`config.mk`:
```
export PLATFORM = sky130hd
export DESIGN_NAME = hazard_ctrl_unit_flat
export DESIGN_NICKNAME = d
export VERILOG_FILES = /design/src/rtl/hazard_ctrl_pkg.sv /design/src/rtl/hazard_ctrl_unit_if.sv /design/src/rtl/hazard_ctrl_unit_perf_ctr.sv /design/src/rtl/hazard_ctrl_unit.sv /design/src/flat_wrapper.sv
export SDC_FILE = /design/constraint.sdc
export NUM_CORES = 1
export LEC_CHECK = 0
export CAP_MARGIN = 30
export CELL_PAD_IN_SITES_DETAIL_PLACEMENT = 2
export CELL_PAD_IN_SITES_GLOBAL_PLACEMENT = 2
export CORE_MARGIN = 2
export CORE_UTILIZATION = 33
export DETAILED_ROUTE_END_ITERATION = 7
export DONT_BUFFER_PORTS = 1
export PLACE_DENSITY = 0.82
export REMOVE_ABC_BUFFERS = 1
export SLEW_MARGIN = 20
export SYNTH_ARGS = -nofsm -noshare
export SYNTH_HDL_FRONTEND = slang
export SYNTH_SLANG_ARGS = --single-unit
```
`constraint.sdc`:
```
create_clock -name clk -period 2 [get_ports clk]
set_input_delay 0.3 -clock clk [delete_from_list [all_inputs] [get_ports clk]]
set_output_delay 0.3 -clock clk [all_outputs]
set_load 0.05 [all_outputs]
```
`src/rtl/hazard_ctrl_pkg.sv`:
```
// Shared types for the hazard control unit.
//   hazard_ctrl_t  : per-pipeline-register load enables (load_pc is the MSB)
//   hazard_state_t : memory-response tracking FSM state
package hazard_ctrl_pkg;

    localparam int CNT_W = 32;

    typedef struct packed {
        logic load_pc;
        logic load_if_id;
        logic load_id_ex;
        logic load_ex_mem;
        logic load_mem_wb;
    } hazard_ctrl_t;

    typedef enum logic [1:0] {
        ST_RUN    = 2'd0,   // neither side served yet
        ST_I_DONE = 2'd1,   // imem served and held, waiting on dmem
        ST_D_DONE = 2'd2    // dmem served and held, waiting on imem
    } hazard_state_t;

    localparam hazard_ctrl_t CTRL_NONE = 5'b00000;
    localparam hazard_ctrl_t CTRL_ALL  = 5'b11111;
    // Load-use bubble: freeze PC and IF/ID, let ID/EX onward advance.
    localparam hazard_ctrl_t CTRL_LU   = 5'b00111;

    // A source only matches when it is actually read.
    function automatic logic src_match(input logic use_src,
                                       input logic [4:0] rs,
                                       input logic [4:0] rd);
        return use_src && (rs == rd);
    endfunction

endpackage

```
`src/rtl/hazard_ctrl_unit_if.sv`:
```
// Bundle of pipeline status inputs and hazard control outputs.
//   master : pipeline side (drives status, reads controls/counters)
//   slave  : hazard_ctrl_unit side
interface hazard_ctrl_unit_if;
    import hazard_ctrl_pkg::*;

    logic               imem_read;
    logic               imem_resp;
    logic               dmem_read;
    logic               dmem_write;
    logic               dmem_resp;
    logic               id_ex_is_load;
    logic [4:0]         id_ex_rd;
    logic [4:0]         if_id_rs1;
    logic [4:0]         if_id_rs2;
    logic               if_id_use_rs1;
    logic               if_id_use_rs2;
    logic               ex_br_taken;

    hazard_ctrl_t       ctrl;
    logic               flush_if_id;
    logic               flush_id_ex;
    logic               ir_hold_en;
    logic               ir_sel_hold;
    logic               dmem_hold_en;
    logic               dmem_sel_hold;
    logic [CNT_W-1:0]   stall_cycles;
    logic [CNT_W-1:0]   lu_bubbles;
    logic [CNT_W-1:0]   br_flushes;

    modport master (
        output imem_read, imem_resp, dmem_read, dmem_write, dmem_resp,
               id_ex_is_load, id_ex_rd, if_id_rs1, if_id_rs2,
               if_id_use_rs1, if_id_use_rs2, ex_br_taken,
        input  ctrl, flush_if_id, flush_id_ex, ir_hold_en, ir_sel_hold,
               dmem_hold_en, dmem_sel_hold, stall_cycles, lu_bubbles, br_flushes
    );

    modport slave (
        input  imem_read, imem_resp, dmem_read, dmem_write, dmem_resp,
               id_ex_is_load, id_ex_rd, if_id_rs1, if_id_rs2,
               if_id_use_rs1, if_id_use_rs2, ex_br_taken,
        output ctrl, flush_if_id, flush_id_ex, ir_hold_en, ir_sel_hold,
               dmem_hold_en, dmem_sel_hold, stall_cycles, lu_bubbles, br_flushes
    );

endinterface

```
`src/rtl/hazard_ctrl_unit_perf_ctr.sv`:
```
// perf_ctr: free-running event counter, wraps modulo 2^W.
//   clk     : clock
//   i_clr_n : synchronous active-low clear (wins over enable)
//   i_en    : count this cycle
//   o_cnt   : current count
module perf_ctr #(
    parameter int W = 32
) (
    input  logic         clk,
    input  logic         i_clr_n,
    input  logic         i_en,
    output logic [W-1:0] o_cnt
);

    logic [W-1:0] r_cnt;

    always_ff @(posedge clk) begin
        if (!i_clr_n)  r_cnt <= '0;
        else if (i_en) r_cnt <= r_cnt + 1'b1;
    end

    assign o_cnt = r_cnt;

endmodule

```
`src/rtl/hazard_ctrl_unit.sv`:
```
// hazard_ctrl_unit: stall/flush/bubble control for a 5-stage pipeline.
//   clk   : clock
//   rst_n : synchronous active-low reset
//   bus   : status in (imem/dmem handshakes, ID/EX load info, IF/ID sources,
//           branch redirect); control out (load enables, flushes, I/D hold
//           buffer control, performance counters)
// The FSM remembers which side of a split I/D miss has already been served
// so the served data is parked in a hold buffer and not re-requested; the
// stall drops in the same cycle the last outstanding response arrives.
module hazard_ctrl_unit
    import hazard_ctrl_pkg::*;
(
    input  logic              clk,
    input  logic              rst_n,
    hazard_ctrl_unit_if.slave bus
);

    hazard_state_t r_state, w_next;

    logic w_i_done, w_d_done;
    logic w_i_need, w_i_miss, w_d_need, w_d_miss, w_mem_stall;
    logic w_lu, w_br;
    logic w_stall_en, w_lu_en, w_br_en;
    logic [CNT_W-1:0] w_stall_cnt, w_lu_cnt, w_br_cnt;

    assign w_i_done    = (r_state == ST_I_DONE);
    assign w_d_done    = (r_state == ST_D_DONE);
    assign w_i_need    = bus.imem_read & ~w_i_done;
    assign w_i_miss    = w_i_need & ~bus.imem_resp;
    assign w_d_need    = (bus.dmem_read | bus.dmem_write) & ~w_d_done;
    assign w_d_miss    = w_d_need & ~bus.dmem_resp;
    assign w_mem_stall = w_i_miss | w_d_miss;

    // x0 is never a real producer, so rd == 0 cannot cause a load-use stall.
    assign w_lu = bus.id_ex_is_load && (bus.id_ex_rd != 5'd0) &&
                  (src_match(bus.if_id_use_rs1, bus.if_id_rs1, bus.id_ex_rd) ||
                   src_match(bus.if_id_use_rs2, bus.if_id_rs2, bus.id_ex_rd));
    assign w_br = bus.ex_br_taken;

    // State register
    always_ff @(posedge clk) begin
        if (!rst_n) r_state <= ST_RUN;
        else        r_state <= w_next;
    end

    // Next-state logic
    always_comb begin
        w_next = r_state;
        unique case (r_state)
            ST_RUN: begin
                if (bus.imem_resp && w_d_miss)      w_next = ST_I_DONE;
                else if (bus.dmem_resp && w_i_miss) w_next = ST_D_DONE;
            end
            ST_I_DONE: if (bus.dmem_resp) w_next = ST_RUN;
            ST_D_DONE: if (bus.imem_resp) w_next = ST_RUN;
            default:   w_next = ST_RUN;
        endcase
    end

    // Output logic; everything is forced quiet while reset is asserted.
    always_comb begin
        bus.ctrl          = CTRL_NONE;
        bus.flush_if_id   = 1'b0;
        bus.flush_id_ex   = 1'b0;
        bus.ir_hold_en    = 1'b0;
        bus.ir_sel_hold   = 1'b0;
        bus.dmem_hold_en  = 1'b0;
        bus.dmem_sel_hold = 1'b0;
        if (rst_n) begin
            unique case (r_state)
                ST_RUN: begin
                    bus.ir_hold_en   = bus.imem_resp & w_d_miss;
                    bus.dmem_hold_en = bus.dmem_resp & w_i_miss;
                end
                ST_I_DONE: bus.ir_sel_hold   = 1'b1;
                ST_D_DONE: bus.dmem_sel_hold = 1'b1;
                default: ;
            endcase
            // Priority: memory stall > branch redirect > load-use > none.
            // The stall freezes every register, so no flush can slip through.
            if (w_mem_stall) begin
                bus.ctrl = CTRL_NONE;
            end else if (w_br) begin
                bus.ctrl        = CTRL_ALL;
                bus.flush_if_id = 1'b1;
                bus.flush_id_ex = 1'b1;
            end else if (w_lu) begin
                bus.ctrl        = CTRL_LU;
                bus.flush_id_ex = 1'b1;
            end else begin
                bus.ctrl = CTRL_ALL;
            end
        end
    end

    assign w_stall_en = rst_n & w_mem_stall;
    assign w_br_en    = rst_n & ~w_mem_stall & w_br;
    assign w_lu_en    = rst_n & ~w_mem_stall & ~w_br & w_lu;

    perf_ctr #(.W(CNT_W)) u_stall_ctr (
        .clk(clk), .i_clr_n(rst_n), .i_en(w_stall_en), .o_cnt(w_stall_cnt));
    perf_ctr #(.W(CNT_W)) u_lu_ctr (
        .clk(clk), .i_clr_n(rst_n), .i_en(w_lu_en), .o_cnt(w_lu_cnt));
    perf_ctr #(.W(CNT_W)) u_br_ctr (
        .clk(clk), .i_clr_n(rst_n), .i_en(w_br_en), .o_cnt(w_br_cnt));

    assign bus.stall_cycles = w_stall_cnt;
    assign bus.lu_bubbles   = w_lu_cnt;
    assign bus.br_flushes   = w_br_cnt;

endmodule

```
`src/flat_wrapper.sv`:
```
// flat-port wrapper written by rule: the top's interface ports become plain ports
module hazard_ctrl_unit_flat import hazard_ctrl_pkg::*;
  (clk, rst_n, bus_imem_read, bus_imem_resp, bus_dmem_read, bus_dmem_write, bus_dmem_resp, bus_id_ex_is_load, bus_id_ex_rd, bus_if_id_rs1, bus_if_id_rs2, bus_if_id_use_rs1, bus_if_id_use_rs2, bus_ex_br_taken, bus_ctrl, bus_flush_if_id, bus_flush_id_ex, bus_ir_hold_en, bus_ir_sel_hold, bus_dmem_hold_en, bus_dmem_sel_hold, bus_stall_cycles, bus_lu_bubbles, bus_br_flushes);
  hazard_ctrl_unit_if bus_i ();
  input  logic clk;
  input  logic rst_n;
  input wire logic [$bits(bus_i.imem_read)-1:0] bus_imem_read;
  input wire logic [$bits(bus_i.imem_resp)-1:0] bus_imem_resp;
  input wire logic [$bits(bus_i.dmem_read)-1:0] bus_dmem_read;
  input wire logic [$bits(bus_i.dmem_write)-1:0] bus_dmem_write;
  input wire logic [$bits(bus_i.dmem_resp)-1:0] bus_dmem_resp;
  input wire logic [$bits(bus_i.id_ex_is_load)-1:0] bus_id_ex_is_load;
  input wire logic [$bits(bus_i.id_ex_rd)-1:0] bus_id_ex_rd;
  input wire logic [$bits(bus_i.if_id_rs1)-1:0] bus_if_id_rs1;
  input wire logic [$bits(bus_i.if_id_rs2)-1:0] bus_if_id_rs2;
  input wire logic [$bits(bus_i.if_id_use_rs1)-1:0] bus_if_id_use_rs1;
  input wire logic [$bits(bus_i.if_id_use_rs2)-1:0] bus_if_id_use_rs2;
  input wire logic [$bits(bus_i.ex_br_taken)-1:0] bus_ex_br_taken;
  output wire logic [$bits(bus_i.ctrl)-1:0] bus_ctrl;
  output wire logic [$bits(bus_i.flush_if_id)-1:0] bus_flush_if_id;
  output wire logic [$bits(bus_i.flush_id_ex)-1:0] bus_flush_id_ex;
  output wire logic [$bits(bus_i.ir_hold_en)-1:0] bus_ir_hold_en;
  output wire logic [$bits(bus_i.ir_sel_hold)-1:0] bus_ir_sel_hold;
  output wire logic [$bits(bus_i.dmem_hold_en)-1:0] bus_dmem_hold_en;
  output wire logic [$bits(bus_i.dmem_sel_hold)-1:0] bus_dmem_sel_hold;
  output wire logic [$bits(bus_i.stall_cycles)-1:0] bus_stall_cycles;
  output wire logic [$bits(bus_i.lu_bubbles)-1:0] bus_lu_bubbles;
  output wire logic [$bits(bus_i.br_flushes)-1:0] bus_br_flushes;
  assign bus_i.imem_read = bus_imem_read;
  assign bus_i.imem_resp = bus_imem_resp;
  assign bus_i.dmem_read = bus_dmem_read;
  assign bus_i.dmem_write = bus_dmem_write;
  assign bus_i.dmem_resp = bus_dmem_resp;
  assign bus_i.id_ex_is_load = bus_id_ex_is_load;
  assign bus_i.id_ex_rd = bus_id_ex_rd;
  assign bus_i.if_id_rs1 = bus_if_id_rs1;
  assign bus_i.if_id_rs2 = bus_if_id_rs2;
  assign bus_i.if_id_use_rs1 = bus_if_id_use_rs1;
  assign bus_i.if_id_use_rs2 = bus_if_id_use_rs2;
  assign bus_i.ex_br_taken = bus_ex_br_taken;
  assign bus_ctrl = bus_i.ctrl;
  assign bus_flush_if_id = bus_i.flush_if_id;
  assign bus_flush_id_ex = bus_i.flush_id_ex;
  assign bus_ir_hold_en = bus_i.ir_hold_en;
  assign bus_ir_sel_hold = bus_i.ir_sel_hold;
  assign bus_dmem_hold_en = bus_i.dmem_hold_en;
  assign bus_dmem_sel_hold = bus_i.dmem_sel_hold;
  assign bus_stall_cycles = bus_i.stall_cycles;
  assign bus_lu_bubbles = bus_i.lu_bubbles;
  assign bus_br_flushes = bus_i.br_flushes;
  hazard_ctrl_unit u_core (.clk(clk), .rst_n(rst_n), .bus(bus_i));
endmodule
```
==> flow_metrics.tcl, run 1 <==
set metrics [dict create \
    ios 133 \
    ff2ff_setup_slack_ns -0.12 \
    grt.met2_usage 0.447 \
    relSlewSlack 0.599 \
    finalInstanceArea_um2 6800 \
    avgViaCountPerCell 5.43 \
    antenna_found_initial 0 \
    root_buffer "clkbuf_16" \
    diodes 0 \
    maxCapViolations 0 \
    holdPathStages 1 \
    synth_cells 566 \
    drt_iter0_drc 187 \
    async_flop_share 0 \
    clkTransAtPathRegs_ns 0.07 \
    drt_wl_total_mm 19.9 \
    critPathArrivalTime_ns 2.39 \
    clkLatencyLatePin_ns 0.35 \
    fin_cells 889 \
    worstReg2RegEnd "u_core.u_lu_ctr.o_cnt[15]$_SDFFE_PN0P_" \
    drive_above_1_share 0.339 \
    dr.pass1.iters 4 \
    vias 4831 \
    synth.yosys.seq_area_share 0.410 \
    grt_pass1_wl_mm 29.2 \
    synth-seq-cells 98 \
    r2r_cells 9 \
    cp.required_ns 2.27 \
    ant_nets 0 \
    grt_pass1_vias 5559 \
    hp-start "rst_n" \
    placed_cell_area_um2 5920 \
    numCtsBuffers 9 \
    hpwl_mm 12.9 \
    start_kind "flip-flop" \
    gr-total-overflow 0 \
    clock_sinks 98 \
    cp_common_cell "buf_6" \
    syn-cell-area_um2 4780 \
    tns_ns -1.45 \
    netlist.area_leader.share 0.410 \
    numPortBuffers 0 \
    worst_slack_ns -0.124 \
    path_cells "and2b_4 -> o32ai_4 -> buf_6 -> nor3_4 -> buf_4 -> nand4_1 -> buf_6 -> or3_1 -> a21oi_2" \
    clock_skew_ns 0.0100 \
    worstSetupPathType "reg2reg" \
    outcome "finished with violations" \
    timing.rr.start "u_core.r_state[0]$_SDFFE_PN0P_" \
    endpoint_kind "flip-flop" \
    grt_start_max_net_pins 33 \
    rsz0062_at_grt "yes" \
    core_region_area_um2 14000 \
    p_leak_nw 2.66 \
    hold_violations 0 \
    synth_ff_type "dfxtp_1" \
    synth_top_area_cell "dfxtp_1" \
    htreeDepth 3 \
    fin_nets 736 \
    slowest_delay_ns 0.38 \
    grt_use_total 0.232 \
    synth_cell_types 44 \
    wl_per_cell_um 22.3 \
    rows 43 \
    drv_slew 0 \
    hold_end "u_core.u_stall_ctr.o_cnt[23]$_SDFFE_PN0P_" \
    fp.dieArea_um2 15500 \
    period_minus_slack_ns 2.12 \
    tritoncts "built" \
    top_usage_layer "met2" \
    met1_usage 0.243 \
    synthTopCellsByArea "dfxtp_1 (41%), xor2_1 (6.6%), xnor2_1 (5.9%)" \
    powerDensity_nw_per_um2 611 \
    hold_path.class "in2reg" \
    tightest_slew_ns 0.600 \
    synth_edf_count 0 \
    drc 0 \
    gp_congestion 0.808 \
    syn_avg_cell_area_um2 8.45 \
    synthToLayoutAreaGrowth_pct 42.3 \
    fin_crit_sh 1.06 \
    path_max_fanout 14 \
    initial_core_util 0.341 \
    finalSetupViolations 26 \
    utilization 0.484 \
    cts_max_path_buffers 2 \
    crit_slowest_cell "or3_1" \
    die_height_um 124 \
    power_w 0.00416 \
    fmax_ghz 0.471 \
    dp_cells 852 \
    use_met3 0.0747 \
    violations "negative setup slack" \
    yosysWarnings 0 \
    ir_drop_mv 0.413 \
    die_width_um 124 \
]
[sequential cells by signal, summed over array words and instances (netlist names)]
register	count
u_core.u_stall_ctr.o_cnt	32
u_core.u_lu_ctr.o_cnt	32
u_core.u_br_ctr.o_cnt	32
u_core.r_state	2
[final cells by class]
cell class | count | area (um2)
inverters | 6 | 22.5
repair buffers | 157 | 1310
well taps | 180 | 225
multi-input cells | 435 | 2970
flip-flops and latches | 98 | 1970
clock buffers | 9 | 225
fillers | 1469 | 7240
clock inverters | 4 | 70.1
[worst max-delay path by stage]
stage	start	endpoint	slack (ns)	cells after the start
after floorplan	rst_n	bus_ctrl[3]	-3.28	3
after global placement	bus_dmem_write	u_core.u_br_ctr.o_cnt[15]$_SDFFE_PN0P_	-0.04	7
after detailed placement	u_core.r_state[1]$_SDFFE_PN0P_	u_core.u_br_ctr.o_cnt[15]$_SDFFE_PN0P_	-0.23	7
after CTS	u_core.r_state[0]$_SDFFE_PN0P_	bus_flush_id_ex	-0.09	6
after global routing	u_core.r_state[0]$_SDFFE_PN0P_	u_core.u_lu_ctr.o_cnt[15]$_SDFFE_PN0P_	-0.25	9
final	u_core.r_state[0]$_SDFFE_PN0P_	u_core.u_lu_ctr.o_cnt[15]$_SDFFE_PN0P_	-0.12	9
[report_power, final]
part	internal [W]	switching, W	total (W)
sequential	0.00196	0.0000134	0.00197
clock	0.00107	0.000762	0.00183
combinational	0.000127	0.000219	0.000347
total	0.00316	0.000995	0.00416
[worst max-delay path, delay by kind of cell, from the launching register on]
family,cells,cell delay (ns)
buffers and inverters,3,0.48
DFF,1,0.34
AOI/OAI and AO/OA,2,0.30
and+or+nand+nor,4,0.92
[layout by cell type, fill, tap and decap left out, types with 3 or more instances in the layout]
| cell | count |
|---|---|
| xnor2_2 | 3 |
| nand4_1 | 40 |
| and2_1 | 11 |
| a21oi_2 | 10 |
| nor3_2 | 4 |
| nand3_1 | 33 |
| and3_1 | 12 |
| nor2_1 | 64 |
| and4_1 | 8 |
| buf_4 | 136 |
| xor2_1 | 34 |
| or3_1 | 16 |
| nor3_1 | 6 |
| or4_4 | 4 |
| o21ai_0 | 17 |
| buf_6 | 13 |
| nand2b_1 | 12 |
| dfxtp_2 | 9 |
| nand3_2 | 4 |
| ha_1 | 3 |
| clkbuf_16 | 11 |
| dfxtp_1 | 89 |
| nor3_4 | 4 |
| buf_8 | 3 |
| xnor2_1 | 29 |
| a21oi_1 | 18 |
| mux2i_1 | 11 |
| inv_1 | 5 |
| or3_4 | 5 |
| nand2_1 | 44 |
[through the flow]
step / hold WS [ns] / setup WS [ns]
final: 0.0833 / -0.124
after floorplan: 0.379 / -3.28
after global routing: 0.0778 / -0.247
after global placement: 0.393 / -0.0429
after detailed placement: 0.391 / -0.228
after CTS: 0.0138 / -0.0865
[logic make-up (layout without fill, tap and decap cells)]
family	Yosys count	after routing	synth area share
multiplexers	12	12	0.0254
XOR/XNOR	68	68	0.125
AO/OA/AOI/OAI	58	58	0.0714
AND/OR/NAND/NOR	294	294	0.330
flip-flops	98	98	0.410
adder cells (fa/ha/maj)	3	3	0.00785
buffers and inverters	33	176	0.0303
[what timing repair did]
| action | 4_1_cts | 5_1_grt |
|---|---|---|
| pin swaps | 19 | 28 |
| buffers inserted | 9 | 12 |
| hold buffers | 0 | 1 |
| cloned | 2 | 2 |
| hold endpoints to repair | 0 | 1 |
| endpoints found under the setup margin | 41 | 79 |
| resized for setup | 30 | 63 |
[layer usage]
metal,wire (um),up-vias
li1,-,2269
met1,7380,2427
met2,11100,118
met3,1130,17
met4,212,0
met5,0,-
[cell usage after synthesis, types with 15 or more instances]
| cell | count |
|---|---|
| clkbuf_1 | 18 |
| xnor2_1 | 32 |
| or3_1 | 20 |
| xor2_1 | 36 |
| nand4_1 | 40 |
| nor2_1 | 66 |
| nand3_1 | 37 |
| o21ai_0 | 19 |
| dfxtp_1 | 98 |
| nand2_1 | 45 |
| a21oi_1 | 28 |
| and3_1 | 15 |
Power figures use the tool's default switching activity.
==> run 2, diff against run 1 <==
- CORE_ASPECT_RATIO: not set -> 1.1
==> run 2 against run 1 <==
  * The run still ends with negative setup slack left
  * Worst hold slack worse by 0.072 ns
  * Critical endpoint is now bus_ctrl[3]
  * Clock skew shrank 0.0013 ns
  * Wire length shrank 7.8%
  * Power up 3.9%
==> flow_metrics.tcl, run 2 (same netlist as run 1, synthesis figures left out) <==
set metrics [dict create \
    htreeDepth 3 \
    finalSetupViolations 21 \
    fin_crit_sh 1.04 \
    vias 4799 \
    rows 46 \
    drt_wl_total_mm 18.3 \
    fp.dieArea_um2 15500 \
    die_width_um 119 \
    intPower_w 0.00331 \
    critPathArrivalTime_ns 1.78 \
    worst_slack_ns -0.0846 \
    numPortBuffers 0 \
    fin_cells 896 \
    gp_congestion 0.808 \
    tightest_slew_ns 0.778 \
    diodes 0 \
    drt_iter0_drc 99 \
    rsz0062_at_grt "yes" \
    fmax_ghz 0.480 \
    gr-total-overflow 0 \
    ir_drop_mv 0.402 \
    powerDensity_nw_per_um2 646 \
    hold_violations 0 \
    worstSetupPathType "reg2out" \
    p_leak_nw 2.60 \
    synthToLayoutAreaGrowth_pct 39.7 \
    clock_skew_ns 0.00871 \
    tns_ns -0.894 \
    relSlewSlack 0.481 \
    cp.required_ns 1.70 \
    ios 133 \
    maxCapViolations 0 \
    final_cell_mix "buf_4 (128), dfxtp_1 (92), nor2_1 (64)" \
    wl_per_cell_um 20.4 \
    clock_sinks 98 \
    combPwrFrac 0.081 \
    dp_cells 860 \
    cts_max_path_buffers 2 \
    fin_nets 729 \
    path_cells "and2b_4 -> o32ai_4 -> buf_6 -> nor2_4 -> o21a_1 -> buf_12" \
    violations "negative setup slack" \
    grt_use_total 0.237 \
    drive_above_1_share 0.308 \
    startpoint "u_core.r_state[0]$_SDFFE_PN0P_" \
    hold_slack_ns 0.0118 \
    antenna_found_initial 0 \
    outcome "finished with violations" \
    endpoint_kind "primary output" \
    seqPwrFrac 0.456 \
    power_w 0.00432 \
    crit_slowest_cell "o32ai_4" \
    drc 0 \
    pwr-share-clk 0.463 \
    timing.rr.start "u_core.r_state[0]$_SDFFE_PN0P_" \
    root_buffer "clkbuf_16" \
    final_common_cell "buf_4" \
    clkLatencyLatePin_ns 0.36 \
    dr.pass1.iters 4 \
    tritoncts "built" \
    grt_pass1_vias 5540 \
    grt_start_max_net_pins 62 \
    initial_core_util 0.335 \
    slowest_delay_ns 0.34 \
    start_kind "flip-flop" \
    hp-start "bus_imem_resp" \
    period_minus_slack_ns 2.08 \
    p_sw_frac 0.233 \
    core_region_area_um2 14300 \
    hold_path.class "in2reg" \
    clkTransAtPathRegs_ns 0.06 \
    avgViaCountPerCell 5.36 \
    die_height_um 130 \
    numCtsBuffers 9 \
    grt_pass1_wl_mm 29.0 \
    hpwl_mm 13.2 \
    switchingPower_w 0.00101 \
    path_max_fanout 3 \
    drv_slew 0 \
    ant_nets 0 \
]
==> run 2: stage by stage <==
stage / worst slack, ns / utilization / instance area, um2
floorplan: -3.28 / - / 4660
global placement: -0.0862 / 0.415 / 5930
detailed placement: -0.225 / 0.415 / 5930
CTS: -0.0774 / 0.459 / 6550
global route: -0.169 / 0.468 / 6680
finish: -0.0846 / 0.468 / 6680
==> run 2: cell type report <==
type | count | area [um2]
Fill cell | 1569 | 7590
Multi-Input combinational cell | 435 | 2870
Sequential cell | 98 | 1970
Clock inverter | 5 | 104
Clock buffer | 10 | 229
Tap cell | 192 | 240
Inverter | 6 | 22.5
Timing Repair Buffer | 150 | 1240
==> run 2: power by group through the flow <==
stage | clock (W) | combinational, W | sequential, W
4_1_cts | 0.00204 | 0.000342 | 0.00197
2_1_floorplan | 0 | 0.000149 | 0.00205
3_3_place_gp | 0 | 0.000285 | 0.00201
6_report | 0.00200 | 0.000348 | 0.00197
3_5_place_dp | 0 | 0.000298 | 0.00202
5_1_grt | 0.00213 | 0.000371 | 0.00197
==> run 2: worst paths after layout <==
path	end	slack, ns	cells after the start
worst max-delay path	bus_ctrl[3]	-0.08	6
worst min-delay path	u_core.r_state[1]$_SDFFE_PN0P_	0.01	1
worst max register to register	u_core.u_lu_ctr.o_cnt[12]$_SDFFE_PN0P_	-0.07	9
worst min register to register	u_core.u_lu_ctr.o_cnt[29]$_SDFFE_PN0P_	0.49	2
==> run 2: what timing repair did <==
| action | 4_1_cts | 5_1_grt |
|---|---|---|
| gates cloned | 1 | 1 |
| endpoints found under the setup margin | 37 | 63 |
| buffers inserted | 16 | 3 |
| gates resized for setup | 38 | 27 |
| hold buffers | 0 | 0 |
| pin swaps | 11 | 10 |
==> run 2: worst max-delay path, delay by kind of cell (launching register included) <==
family	cells	cell delay [ns]
buffers and inverters	2	0.35
AND/OR/NAND/NOR	2	0.25
flip-flops	1	0.33
AO/OA/AOI/OAI	2	0.49
==> run 2: layer usage <==
layer,track usage,wire length [um]
met1,0.241,6900
met2,0.459,9960
met3,0.0660,1040
met4,0.0910,410
met5,0,0
